==> config.mk <==
export PLATFORM = sky130hd
export DESIGN_NAME = mem_stage_hs
export DESIGN_NICKNAME = d
export VERILOG_FILES = /design/src/rtl/mem_stage_hs_pkg.sv /design/src/rtl/mem_stage_hs_align.sv /design/src/rtl/mem_stage_hs.sv
export SDC_FILE = /design/constraint.sdc
export NUM_CORES = 1
export LEC_CHECK = 0
export ABC_AREA = 1
export ABC_CLOCK_PERIOD_IN_PS = 2700
export CAP_MARGIN = 0
export CELL_PAD_IN_SITES_DETAIL_PLACEMENT = 2
export CELL_PAD_IN_SITES_GLOBAL_PLACEMENT = 2
export CORE_MARGIN = 10
export CORE_UTILIZATION = 28
export DETAILED_ROUTE_END_ITERATION = 10
export GPL_TIMING_DRIVEN = 0
export HOLD_SLACK_MARGIN = 0.08
export PLACE_DENSITY_LB_ADDON = 0.1
export SLEW_MARGIN = 5
export SYNTH_ARGS = -nofsm -noshare
export SYNTH_HDL_FRONTEND = slang
export SYNTH_SLANG_ARGS = --single-unit
==> constraint.sdc <==
create_clock -name clk -period 2.7 [get_ports clk]
set_input_delay 0.54 -clock clk [delete_from_list [all_inputs] [get_ports clk]]
set_output_delay 0.54 -clock clk [all_outputs]
set_load 0.02 [all_outputs]
==> src/rtl/mem_stage_hs_pkg.sv <==
// Shared types and decode helpers for the rv32i MEM stage.
package mem_stage_hs_pkg;

  typedef logic [1:0] mem_stage_state_t;

  localparam mem_stage_state_t ST_IDLE = 2'd0;
  localparam mem_stage_state_t ST_WAIT = 2'd1;
  localparam mem_stage_state_t ST_HOLD = 2'd2;

  localparam logic [2:0] F3_B  = 3'b000;
  localparam logic [2:0] F3_H  = 3'b001;
  localparam logic [2:0] F3_W  = 3'b010;
  localparam logic [2:0] F3_BU = 3'b100;
  localparam logic [2:0] F3_HU = 3'b101;

  localparam logic [1:0] SZ_B = 2'd0;
  localparam logic [1:0] SZ_H = 2'd1;
  localparam logic [1:0] SZ_W = 2'd2;

  // Unknown encodings fall back to a full word access.
  function automatic logic [1:0] access_size(input logic [2:0] f3, input logic is_load);
    if (f3 == F3_B || (is_load && f3 == F3_BU)) return SZ_B;
    if (f3 == F3_H || (is_load && f3 == F3_HU)) return SZ_H;
    return SZ_W;
  endfunction

endpackage

==> src/rtl/mem_stage_hs_align.sv <==
// Combinational store lane steering, load extraction/extension and alignment check.
module mem_align
  import mem_stage_hs_pkg::*;
(
  input  logic [2:0]  funct3,
  input  logic [1:0]  addr_lo,
  input  logic        is_load,
  input  logic        is_store,
  input  logic [31:0] wdata,
  input  logic [31:0] rdata,
  output logic [3:0]  mbe,
  output logic [31:0] lane_wdata,
  output logic [31:0] load_data,
  output logic        misaligned
);

  logic [1:0]  size;
  logic        sext;
  logic [31:0] rshift;
  logic [7:0]  rbyte;
  logic [15:0] rhalf;

  always_comb begin
    size   = access_size(funct3, is_load);
    sext   = (funct3 == F3_B) || (funct3 == F3_H);
    rshift = rdata >> {addr_lo, 3'b000};
    rbyte  = rshift[7:0];
    rhalf  = addr_lo[1] ? rdata[31:16] : rdata[15:0];

    misaligned = (is_load || is_store) &&
                 (((size == SZ_H) && addr_lo[0]) || ((size == SZ_W) && (addr_lo != 2'b00)));

    case (size)
      SZ_B: begin
        mbe        = 4'b0001 << addr_lo;
        lane_wdata = {4{wdata[7:0]}};
        load_data  = {{24{sext & rbyte[7]}}, rbyte};
      end
      SZ_H: begin
        mbe        = 4'b0011 << {addr_lo[1], 1'b0};
        lane_wdata = {2{wdata[15:0]}};
        load_data  = {{16{sext & rhalf[15]}}, rhalf};
      end
      default: begin
        mbe        = 4'b1111;
        lane_wdata = wdata;
        load_data  = rdata;
      end
    endcase
  end

endmodule

==> src/rtl/mem_stage_hs.sv <==
// rv32i MEM stage: data memory handshake FSM, MEM/WB register and stall accounting.
module mem_stage_hs
  import mem_stage_hs_pkg::*;
#(
  parameter int PAYLOAD_W = 128,
  parameter int TIMEOUT   = 0,
  parameter int PERF_W    = 32
) (
  input  logic                 clk,
  input  logic                 rst,
  input  logic                 valid_in,
  input  logic [PAYLOAD_W-1:0] payload_in,
  input  logic                 mem_read_in,
  input  logic                 mem_write_in,
  input  logic [2:0]           funct3_in,
  input  logic [31:0]          addr_in,
  input  logic [31:0]          wdata_in,
  input  logic                 stall_in,
  output logic                 stall_out,
  output logic [31:0]          data_addr,
  output logic [31:0]          data_wdata,
  output logic [3:0]           data_mbe,
  output logic                 data_read,
  output logic                 data_write,
  input  logic [31:0]          data_rdata,
  input  logic                 data_resp,
  output logic                 valid_out,
  output logic [PAYLOAD_W-1:0] payload_out,
  output logic [31:0]          rdata_out,
  output logic                 misaligned_out,
  output logic                 mem_err_out,
  output logic [PERF_W-1:0]    stall_cycles
);

  localparam bit          TO_EN   = (TIMEOUT != 0);
  localparam logic [31:0] TO_LAST = TO_EN ? 32'(TIMEOUT - 1) : 32'd0;

  mem_stage_state_t state, state_n;
  logic [31:0]      wait_cnt;

  // Request context captured at issue so WAIT/HOLD never depend on EX/MEM.
  logic [PAYLOAD_W-1:0] req_payload;
  logic [2:0]           req_f3;
  logic [31:0]          req_addr, req_wdata;
  logic                 req_rd, req_wr;

  logic [PAYLOAD_W-1:0] hold_payload;
  logic [31:0]          hold_rdata;
  logic                 hold_err;

  logic                 use_req;
  logic [2:0]           cur_f3;
  logic [31:0]          cur_addr, cur_wdata;
  logic                 cur_rd, cur_wr;

  logic [3:0]           al_mbe;
  logic [31:0]          al_wdata, al_rdata;
  logic                 al_mis;

  logic                 is_mem, issue, timeout_hit, done_mem, hold_capture;
  logic [31:0]          res_rdata;
  logic [PAYLOAD_W-1:0] res_payload;

  logic                 wb_valid, wb_mis, wb_err;
  logic [PAYLOAD_W-1:0] wb_payload;
  logic [31:0]          wb_rdata;

  assign use_req   = (state != ST_IDLE);
  assign cur_f3    = use_req ? req_f3    : funct3_in;
  assign cur_addr  = use_req ? req_addr  : addr_in;
  assign cur_wdata = use_req ? req_wdata : wdata_in;
  assign cur_rd    = use_req ? req_rd    : mem_read_in;
  assign cur_wr    = use_req ? req_wr    : mem_write_in;

  mem_align u_align (
    .funct3     (cur_f3),
    .addr_lo    (cur_addr[1:0]),
    .is_load    (cur_rd),
    .is_store   (cur_wr),
    .wdata      (cur_wdata),
    .rdata      (data_rdata),
    .mbe        (al_mbe),
    .lane_wdata (al_wdata),
    .load_data  (al_rdata),
    .misaligned (al_mis)
  );

  assign data_addr  = {cur_addr[31:2], 2'b00};
  assign data_wdata = al_wdata;
  assign data_mbe   = al_mbe;

  always_comb begin
    is_mem      = valid_in && (mem_read_in || mem_write_in);
    issue       = (state == ST_IDLE) && is_mem && !al_mis;
    timeout_hit = TO_EN && (state == ST_WAIT) && !data_resp && (wait_cnt == TO_LAST);
    done_mem    = (issue && data_resp) || ((state == ST_WAIT) && (data_resp || timeout_hit));
    res_rdata   = (cur_rd && !timeout_hit) ? al_rdata : 32'd0;
    res_payload = use_req ? req_payload : payload_in;
    data_read   = !rst && cur_rd && (issue || ((state == ST_WAIT) && !timeout_hit));
    data_write  = !rst && cur_wr && (issue || ((state == ST_WAIT) && !timeout_hit));
  end

  always_comb begin
    state_n      = state;
    stall_out    = stall_in;
    hold_capture = 1'b0;
    case (state)
      ST_IDLE: begin
        if (issue && !data_resp) begin
          state_n   = ST_WAIT;
          stall_out = 1'b1;
        end else if (issue && stall_in) begin
          state_n      = ST_HOLD;
          hold_capture = 1'b1;
        end
      end
      ST_WAIT: begin
        stall_out = 1'b1;
        if (done_mem) begin
          hold_capture = stall_in;
          state_n      = stall_in ? ST_HOLD : ST_IDLE;
          stall_out    = stall_in;
        end
      end
      ST_HOLD: begin
        if (!stall_in) state_n = ST_IDLE;
      end
      default: state_n = ST_IDLE;
    endcase
  end

  // Next MEM/WB contents; only applied when downstream accepts.
  always_comb begin
    wb_valid   = 1'b0;
    wb_payload = payload_out;
    wb_rdata   = 32'd0;
    wb_mis     = 1'b0;
    wb_err     = 1'b0;
    case (state)
      ST_IDLE: begin
        if (!(issue && !data_resp)) begin
          wb_valid = valid_in;
          if (valid_in) wb_payload = payload_in;
          wb_rdata = done_mem ? res_rdata : 32'd0;
          wb_mis   = valid_in && al_mis;
        end
      end
      ST_WAIT: begin
        if (done_mem) begin
          wb_valid   = 1'b1;
          wb_payload = req_payload;
          wb_rdata   = res_rdata;
          wb_err     = timeout_hit;
        end
      end
      ST_HOLD: begin
        wb_valid   = 1'b1;
        wb_payload = hold_payload;
        wb_rdata   = hold_rdata;
        wb_err     = hold_err;
      end
      default: ;
    endcase
  end

  always_ff @(posedge clk) begin
    if (rst) begin
      state          <= ST_IDLE;
      wait_cnt       <= '0;
      req_payload    <= '0;
      req_f3         <= '0;
      req_addr       <= '0;
      req_wdata      <= '0;
      req_rd         <= 1'b0;
      req_wr         <= 1'b0;
      hold_payload   <= '0;
      hold_rdata     <= '0;
      hold_err       <= 1'b0;
      valid_out      <= 1'b0;
      payload_out    <= '0;
      rdata_out      <= '0;
      misaligned_out <= 1'b0;
      mem_err_out    <= 1'b0;
      stall_cycles   <= '0;
    end else begin
      state    <= state_n;
      wait_cnt <= (state == ST_WAIT) ? wait_cnt + 32'd1 : 32'd0;
      if (issue) begin
        req_payload <= payload_in;
        req_f3      <= funct3_in;
        req_addr    <= addr_in;
        req_wdata   <= wdata_in;
        req_rd      <= mem_read_in;
        req_wr      <= mem_write_in;
      end
      if (hold_capture) begin
        hold_payload <= res_payload;
        hold_rdata   <= res_rdata;
        hold_err     <= timeout_hit;
      end
      if (!stall_in) begin
        valid_out      <= wb_valid;
        payload_out    <= wb_payload;
        rdata_out      <= wb_rdata;
        misaligned_out <= wb_mis;
        mem_err_out    <= wb_err;
      end
      if (stall_out && (stall_cycles != '1)) stall_cycles <= stall_cycles + PERF_W'(1);
    end
  end

endmodule

==> results.toml, run 1 <==
[sta]
setup_violations = 310
rsz0062_at_grt = "true"
fin_setup_tns_ps = -43020
finalCriticalPeriod_ps = 3280
hold_ws_ps = 468
hold_viol_final = 0
setup_ws_ps = -575
timing.fmax_mhz = 305
skew_ps = 25.5
tightestPinTransition_ps = 1120
drv_slew = 0
slew_headroom_pct = 25.1
fin_crit_sh_pct = 121

[global_routing]
grt_pass1_vias = 31513
globalRouteOverflowTotal = 0
antenna_found_initial = 26
grt_max_degree = 12
grt_use_total_pct = 24.8
grt_pass1_wl_um = 200000

[die]
start_util_pct = 28.3
ioPinCount = 500
die_x_um = 322
die_y_um = 322
core-area_um2 = 90300
rows = 110
dieArea_um2 = 104000

[cells_and_area]
syn_to_final_growth_pct = 46.6
design_area_um2 = 37400
multiInputGateArea_um2 = 13500
seqCellArea_um2 = 11100
fin_cells = 5680
drive_above_1_share_pct = 13.6
fillers = 10440
post-route-util_pct = 41.4
layout.nets = 4673

[route]
drt_iter0_markers = 1478
ant_nets = 0
num_vias = 29462
wl_per_cell_um = 24.5
via_per_inst = 5.19
finalWirelength_um = 139000
drc_errors = 0
firstDrtPassIters = 5

[critical_path]
reg2reg_from = "state[1]"
cp.required_ps = 2160
timing.rr.end = "hold_payload[107]"
worstPathCellList = "inv_2 > ha_4 > buf_8 > inv_8 > buf_8 > nand2_4 > nand2_8 > inv_2 > nor2_4 > buf_4 > buf_6 > o21ai_4 > inv_1 > o21ai_0 > buf_2"
worst_r2r_path_depth = 19
max_stage_delay_ps = 340
r2r_slack_ps = -180
path_max_fanout = 5
crit_path_start_kind = "flop"
end_kind = "primary output"
cp_slowest_cell = "dfxtp_2"
cp_data_arrival_time_ps = 2740
crit_type = "reg2out"

[synth]
yosys_warnings = 0
syn_area_per_cell_um2 = 6.79
synth.distinct_cells = 40
synth.area.top_cells = "dfxtp_1 43%, nand2_1 16%, o21ai_0 9.6%"
synth_top_area_share_pct = 43.4
synth_edf_count = 0
async_flop_share_pct = 0
post-synth-top-count-cell = "nand2_1"
syn_inst = 3759
netlist_area_um2 = 25500
netlist_top_cells_count = "1,057 x nand2_1, 553 x dfxtp_1, 491 x o21ai_0"
ys_seq_elements = 553
ys_seq_area_share_pct = 43.4
synth-main-ff-cell = "dfxtp_1"
synth.largest_area_cell = "dfxtp_1"

[clock_network]
cts_buffers = 70
h-tree-depth = 3
tritoncts = "built"
clk_path_buf_depth = 3
clk_latency_ps = 640
cts.sinks = 553
root_buffer = "clkbuf_16"
clkSlewWorstSetupHoldPaths_ps = 60

[run_status]
violations = "setup timing"
outcome = "finished with violations"

[place]
gp_congestion = 0.832
dpl_worst_slack_ps = -1570
io_buffers = 495
hpwl_um = 96400
placed_cell_area_um2 = 32000
dp.cells = 5432

[pwr]
power_leakage_nw = 14.7
power_density_nw_per_um2 = 1070
p_total_mw = 39.9
ir_drop_v = 0.000465

[min_path]
min_from = "rdata_out[4]"
hold_path_class = "reg2reg"
holdPathStages = 2
whs_endpoint = "rdata_out[4]"

[run]
cap_viol_max_count = 0
## report_power, final
group | switching [mW] | total [mW] | internal [mW]
clock | 4.04 | 9.60 | 5.56
combinational | 12.1 | 19.5 | 7.31
sequential | 1.04 | 10.8 | 9.78
## layout by cell type, fill, tap and decap left out, drive strengths merged
master / count
diode: 17
nand3b: 1
xor2: 21
o211ai: 1
o311ai: 8
ha: 5
conb: 3
nand4: 36
a211oi: 3
buf: 272
xnor2: 8
a31oi: 133
bufbuf: 2
a22oi: 1
clkbuf: 320
clkinvlp: 1
o21ai: 623
bufinv: 3
clkdlybuf4s50: 426
nand3: 191
nor3: 15
clkinv: 7
a21oi: 241
dfxtp: 553
nor4: 7
nand2: 1069
inv: 79
o31ai: 3
or2: 7
a21boi: 1
nor2: 447
## how the worst max path moves through the flow
stage,from,end,slack [ps],cells past startpoint
after floorplan,state[0],data_wdata[26],-130,11
after global placement,state[0],data_wdata[19],-1530,11
after detailed placement,state[0],data_wdata[19],-1570,11
after CTS,state[1],data_wdata[31],-500,12
after global routing,state[1],data_wdata[12],-650,15
final,state[1],data_mbe[1],-580,15
## cell type report
cell class / count / area share [%]
inverters: 74 / 0.799
multi-input cells: 2824 / 36.2
flip-flops and latches: 553 / 29.6
clock buffers: 109 / 5.50
clock inverters: 16 / 0.565
repair buffers: 606 / 17.2
diodes: 17 / 0.114
plain buffers: 305 / 6.05
well taps: 1176 / 3.93
## logic make-up after synthesis
| group | Yosys count | synth area share [%] |
|---|---|---|
| buffers and inverters | 384 | 6.37 |
| XOR/XNOR | 29 | 0.995 |
| AND/OR/NAND/NOR | 1773 | 28.1 |
| adder cells (fa/ha/maj) | 5 | 0.245 |
| AO/OA/AOI/OAI | 1014 | 20.9 |
| flip-flops | 553 | 43.4 |
| other | 1 | 0.0147 |
## flip-flops by register name (all words and copies together) (netlist names), 3 cells and up
register      flops
hold_rdata       32
rdata_out        32
payload_out     128
req_f3            3
req_addr         32
req_payload     128
hold_payload    128
req_wdata        32
stall_cycles     32
## timing repair
item                                    CTS  global route
endpoints found under the setup margin  618           604
hold buffers                              0             0
gates resized for setup                 593           413
buffers inserted                         40            42
gates cloned                              5            24
endpoints found under the hold margin     0             0
pin swaps                                22            21
## worst max-delay path: cells and delay by family (launching register included)
family | cells | cell delay [ps]
flops | 1 | 340
simple gates | 3 | 360
compound gates | 2 | 180
buf+inv | 9 | 1030
fa+ha+maj | 1 | 170
## routing by layer
layer  GRT usage, %  vias up  routed length [µm]
met4           9.09       18                4860
met5              0        -                 102
met2           43.9      591               69400
met3           4.73      230                7000
li1               -    13925                   -
met1           29.4    14698               57600
(Power assumes the default switching activity.)
==> run 2: changes to the inputs <==
CAP_MARGIN = 20   (was 0)
SLEW_MARGIN = unset   (was 5)
==> results.toml, run 2 (synthesis gave the netlist of run 1 again) <==
[route]
ant_nets = 0
met1_length_um = 56100
drc_errors = 0
finalWirelength_um = 134000
via_per_inst = 5.17
wl_met3_um = 6320
num_vias = 29107
drt_iter0_markers = 1420
firstDrtPassIters = 5
wl_met2_um = 66900
routed.top_layer = "met5"
wl_per_cell_um = 23.8

[critical_path]
end_kind = "primary output"
max_stage_delay_ps = 330
r2r_slack_ps = 50
cp-endpoint = "data_wdata[26]"
cp.required_ps = 2160
worstPathCellList = "inv_2 > ha_4 > inv_8 > buf_8 > nand2_4 > nand2_4 > nor2_4 > nor2_4 > buf_8 > clkbuf_16 > o311ai_4 > buf_6"
reg2reg_from = "state[1]"
timing.rr.end = "rdata_out[28]"
cp_slowest_cell = "dfxtp_2"
worst_r2r_path_depth = 17
cp_data_arrival_time_ps = 2640
critPathLaunch = "state[1]"
crit_type = "reg2out"
crit_path_start_kind = "flop"
path_max_fanout = 5

[clock_network]
clk_path_buf_depth = 3
root_buffer = "clkbuf_16"
cts_buffers = 69
cts.sinks = 553
clk_latency_ps = 630
h-tree-depth = 3
tritoncts = "built"
clkSlewWorstSetupHoldPaths_ps = 60

[sta]
skew_ps = 11.1
slew_headroom_pct = 31.5
fin_crit_sh_pct = 118
rsz0062_at_grt = "true"
fin_setup_tns_ps = -16460
hold_viol_final = 0
setup_violations = 64
tightestPinTransition_ps = 1030
drv_slew = 0
finalCriticalPeriod_ps = 3180
setup_ws_ps = -480
timing.fmax_mhz = 314

[run]
cap_viol_max_count = 0

[pwr]
power_density_nw_per_um2 = 1070
ir_drop_v = 0.000440
power_leakage_nw = 14.0

[die]
ioPinCount = 500
die_y_um = 322
dieArea_um2 = 104000
core-area_um2 = 90300
start_util_pct = 28.3
die_x_um = 322
rows = 110

[cells_and_area]
layout.nets = 4625
syn_to_final_growth_pct = 40.3
drive_above_1_share_pct = 11.6
final_common_cell = "nand2_1"
layout_common_cells = "1,012 x nand2_1, 551 x dfxtp_1, 488 x o21ai_0, 433 x nor2_1, 426 x clkdlybuf4s50_1"
design_area_um2 = 35800
top_regs = "hold_payload: 128 flops, payload_out: 128 flops, req_payload: 128 flops"
fillers = 10658

[place]
gp_congestion = 0.832
dpl_worst_slack_ps = -1560
io_buffers = 495
hpwl_um = 97100
placed_cell_area_um2 = 32100

[run_status]
violations = "setup timing"
outcome = "finished with violations"

[min_path]
hold_path_class = "reg2reg"

[global_routing]
grt_pass1_vias = 31389
antenna_found_initial = 29
grt_use_total_pct = 24.6
globalRouteOverflowTotal = 0
grt_pass1_wl_um = 198000
grt_max_degree = 19
[run 2: cell types whose count changed in the layout (fill, tap and decap cells not counted), sizes merged]
cell / delta
bufbuf: -2
clkbuf: -7
inv: -5
bufinv: -1
buf: -37
clkinvlp: +2
[run 2: timing repair]
item                                   CTS  global route
setup endpoints to repair              618           593
gates resized for setup                533           195
setup buffers                           36            22
hold buffers                             0             0
cloned                                   3             2
pin swaps                               20            12
endpoints found under the hold margin    0             0
[run 2: layout make-up]
| class | count | area [µm²] | area share (%) |
|---|---|---|---|
| multi-input combinational | 2824 | 13400 | 37.3 |
| sequential | 553 | 11100 | 30.9 |
| timing repair buffer | 562 | 5510 | 15.4 |
| clock buffer | 110 | 2090 | 5.83 |
| buffer | 302 | 1810 | 5.05 |
| tap | 1176 | 1470 | 4.11 |
| inverter | 74 | 302 | 0.842 |
| clock inverter | 12 | 141 | 0.395 |
| antenna | 17 | 42.5 | 0.119 |
[run 2: critical path: cells and delay by family, from the launching register on]
kind | cells | cell delay [ps]
adder cells (fa/ha/maj) | 1 | 240
flip-flops | 1 | 330
buffers and inverters | 6 | 760
AO/OA/AOI/OAI | 1 | 300
AND/OR/NAND/NOR | 4 | 390
[run 2: worst min-delay path by stage]
| stage | from | cells after the start | to | slack, ps |
|---|---|---|---|---|
| finish | rdata_out[6] | 2 | rdata_out[6] | 460 |
| global route | hold_rdata[7] | 2 | hold_rdata[7] | 480 |
| CTS | hold_rdata[5] | 2 | hold_rdata[5] | 470 |
| detailed placement | hold_rdata[5] | 2 | hold_rdata[5] | 460 |
| global placement | req_wr | 2 | req_wr | 450 |
| floorplan | req_rd | 2 | req_rd | 440 |
[run 2: where the power goes]
group,internal (mW),leakage (nW),total (mW),switching [mW]
registers,9.78,4.53,10.8,0.998
clock network,5.49,1.08,9.38,3.89
logic,6.47,8.42,18.1,11.7
total,21.7,14.0,38.3,16.6
[run 2: through the flow]
stage / util, % / hold slack (ps) / total power [mW] / std cells
4_1_cts: 39.0 / 470 / 37.8 / 5594
3_3_place_gp: 35.4 / 453 / 26.5 / 5432
2_1_floorplan: - / 441 / 19.4 / 3761
6_report: 39.6 / 465 / 38.3 / 5630
3_5_place_dp: 35.5 / 460 / 26.8 / 5436
5_1_grt: 39.6 / 483 / 40.5 / 5625
[run 2: layer usage]
layer  track usage [%]  vias to the layer above
met1              29.3                    14526
met2              43.6                      548
li1                  -                    13799
met5                 0                        -
met4              8.67                       18
met3              4.68                      216
==> run 3: changes to the inputs <==
ABC_AREA = unset   (was 1)
CORE_UTILIZATION = 30   (was 28)
==> results.toml, run 3 <==
[clock_network]
root_buffer = "clkbuf_16"
clk_path_buf_depth = 3
tritoncts = "built"
clkSlewWorstSetupHoldPaths_ps = 70
h-tree-depth = 3
cts_buffers = 70
cts.sinks = 553
clk_latency_ps = 620
hold_buffers = 0

[cells_and_area]
multiInputGateArea_um2 = 13900
design_area_um2 = 36800
layout.nets = 3964
top_regs = "hold_payload: 128 flops, payload_out: 128 flops, req_payload: 128 flops"
fin_cells = 4880
fillers = 9059
drive_above_1_share_pct = 17.6
final_common_cell = "nand2_1"
layout_common_cells = "675 x nand2_1, 550 x dfxtp_1, 424 x clkdlybuf4s50_1, 369 x a21oi_1, 168 x nor2_1"
syn_to_final_growth_pct = 46.6
seqCellArea_um2 = 11100

[global_routing]
grt_max_degree = 18
grt_pass1_wl_um = 189000
globalRouteOverflowTotal = 0
grt_use_total_pct = 25.5
use_met3_pct = 5.76
gr-usage-met2_pct = 45.3
met1_usage_pct = 29.2
grt_pass1_vias = 29710
top_usage_layer = "met2"
antenna_found_initial = 34

[run_status]
outcome = "finished with violations"
violations = "setup timing"

[critical_path]
critPathLaunch = "state[0]"
reg2reg_from = "state[0]"
cp_data_arrival_time_ps = 2760
path_max_fanout = 7
crit_type = "reg2out"
crit_path_start_kind = "flop"
worst_r2r_path_depth = 13
max_stage_delay_ps = 340
end_kind = "primary output"
cp.required_ps = 2160
cp_slowest_cell = "dfxtp_2"
worstPathCellList = "inv_2 > ha_4 > buf_12 > mux2_4 > clkbuf_16 > clkbuf_16 > a21oi_2 > nor2_1 > a21oi_2 > buf_6"

[place]
io_buffers = 494
placed_cell_area_um2 = 31500
gp_congestion = 0.877
dp.cells = 4641
hpwl_um = 92100

[route]
wl_per_cell_um = 27.8
ant_nets = 0
drc_errors = 0
via_per_inst = 5.58
num_vias = 27239
drt_iter0_markers = 1492
finalWirelength_um = 136000
firstDrtPassIters = 5

[die]
ioPinCount = 500
core-area_um2 = 83300
die_y_um = 309
die_x_um = 309
dieArea_um2 = 95600
start_util_pct = 30.1
rows = 106

[synth]
synthXorXnorAreaFrac_pct = 0
synth.area.top_cells = "dfxtp_1 44%, nand2_1 10%, a21oi_1 8.0%"
synth_top_area_share_pct = 44.1
synth_compound_area_share_pct = 25.2
synth_top_family_by_area = "compound AO/OA/AOI/OAI gates"
syn_area_per_cell_um2 = 8.20
synth.distinct_cells = 63
synth_edf_count = 0
synthMuxAreaShare_pct = 8.75
ys_seq_area_share_pct = 44.1
synth-main-ff-cell = "dfxtp_1"
synth.largest_area_cell = "dfxtp_1"
ys_seq_elements = 553
netlist_top_cells_count = "680 x nand2_1, 553 x dfxtp_1, 403 x a21oi_1"
synthAdderAreaFrac_pct = 0.249
yosys.area_share.simple_pct = 16.0
syn_inst = 3062
post-synth-top-count-cell = "nand2_1"
netlist_area_um2 = 25100
async_flop_share_pct = 0
yosys_warnings = 0

[pwr]
power_leakage_nw = 13.4
power_density_nw_per_um2 = 1060
ir_drop_v = 0.000435

[sta]
timing.fmax_mhz = 303
drv_slew = 0
rsz0062_at_grt = "true"
tightestPinTransition_ps = 1180
setup_violations = 264
fin_crit_sh_pct = 122
skew_ps = 21.8
setup_ws_ps = -603
finalCriticalPeriod_ps = 3300
slew_headroom_pct = 21.3
hold_viol_final = 0

[run]
cap_viol_max_count = 0

[min_path]
hold_path_class = "reg2reg"
holdPathStages = 2
min_from = "req_addr[19]"
[run 3: worst paths after layout]
kind	end	slack, ps
max	data_wdata[29]	-600
min	req_addr[19]	460
max reg2reg	rdata_out[21]	-400
min reg2reg	req_addr[19]	460
[run 3: logic make-up (layout without fill, tap and decap cells)]
kind of cell / Yosys count / after routing
and+or+nand+nor: 984 / 984
other: 1 / 24
muxes: 212 / 212
DFF: 553 / 553
AOI/OAI and AO/OA: 980 / 980
adders and majority gates: 5 / 5
buffers and inverters: 327 / 1042
[run 3: cell type report]
| cell class | count | area share [%] |
|---|---|---|
| clock inverters | 23 | 0.680 |
| plain buffers | 281 | 4.80 |
| flip-flops and latches | 553 | 30.1 |
| diodes | 21 | 0.143 |
| well taps | 1080 | 3.67 |
| repair buffers | 594 | 16.5 |
| inverters | 41 | 0.425 |
| multi-input cells | 2184 | 37.9 |
| clock buffers | 103 | 5.73 |
[run 3: layer usage]
layer	routed length, µm	share of wire (%)
met5	182	0.13
met4	6850	5.0
met3	8260	6.1
met2	67400	50
met1	53000	39
[run 3: metrics by stage]
step | power (mW) | setup TNS (ps) | setup slack (ps) | hold slack (ps) | utilization, %
2_1_floorplan | 19.0 | -37.9 | -37.9 | 434 | -
3_3_place_gp | 25.0 | -529700 | -1850 | 438 | 37.8
3_5_place_dp | 25.6 | -576580 | -1920 | 451 | 37.8
4_1_cts | 37.0 | -38770 | -476 | 455 | 42.1
5_1_grt | 40.7 | -75140 | -632 | 477 | 44.2
6_report | 38.9 | -51070 | -603 | 455 | 44.2
[run 3: repair_timing]
action                                  4_1_cts  5_1_grt
buffers inserted                             43       47
cloned                                        3        7
pin swaps                                    27       50
gates resized for setup                     609      324
endpoints found under the setup margin      621      577
endpoints found under the hold margin         0        0
[run 3: critical path: cells and delay by family, from the launching register on]
kind	cells	cell delay, ps
flops	1	340
mux	1	330
compound gates	2	360
buf+inv	5	750
fa+ha+maj	1	260
simple gates	1	90
[run 3: where the power goes]
part	leakage [nW]	total [mW]	internal, mW	switching [mW]
Combinational	7.69	18.4	7.37	11.1
Sequential	4.50	10.7	9.65	1.06
Clock	1.17	9.75	5.80	3.95
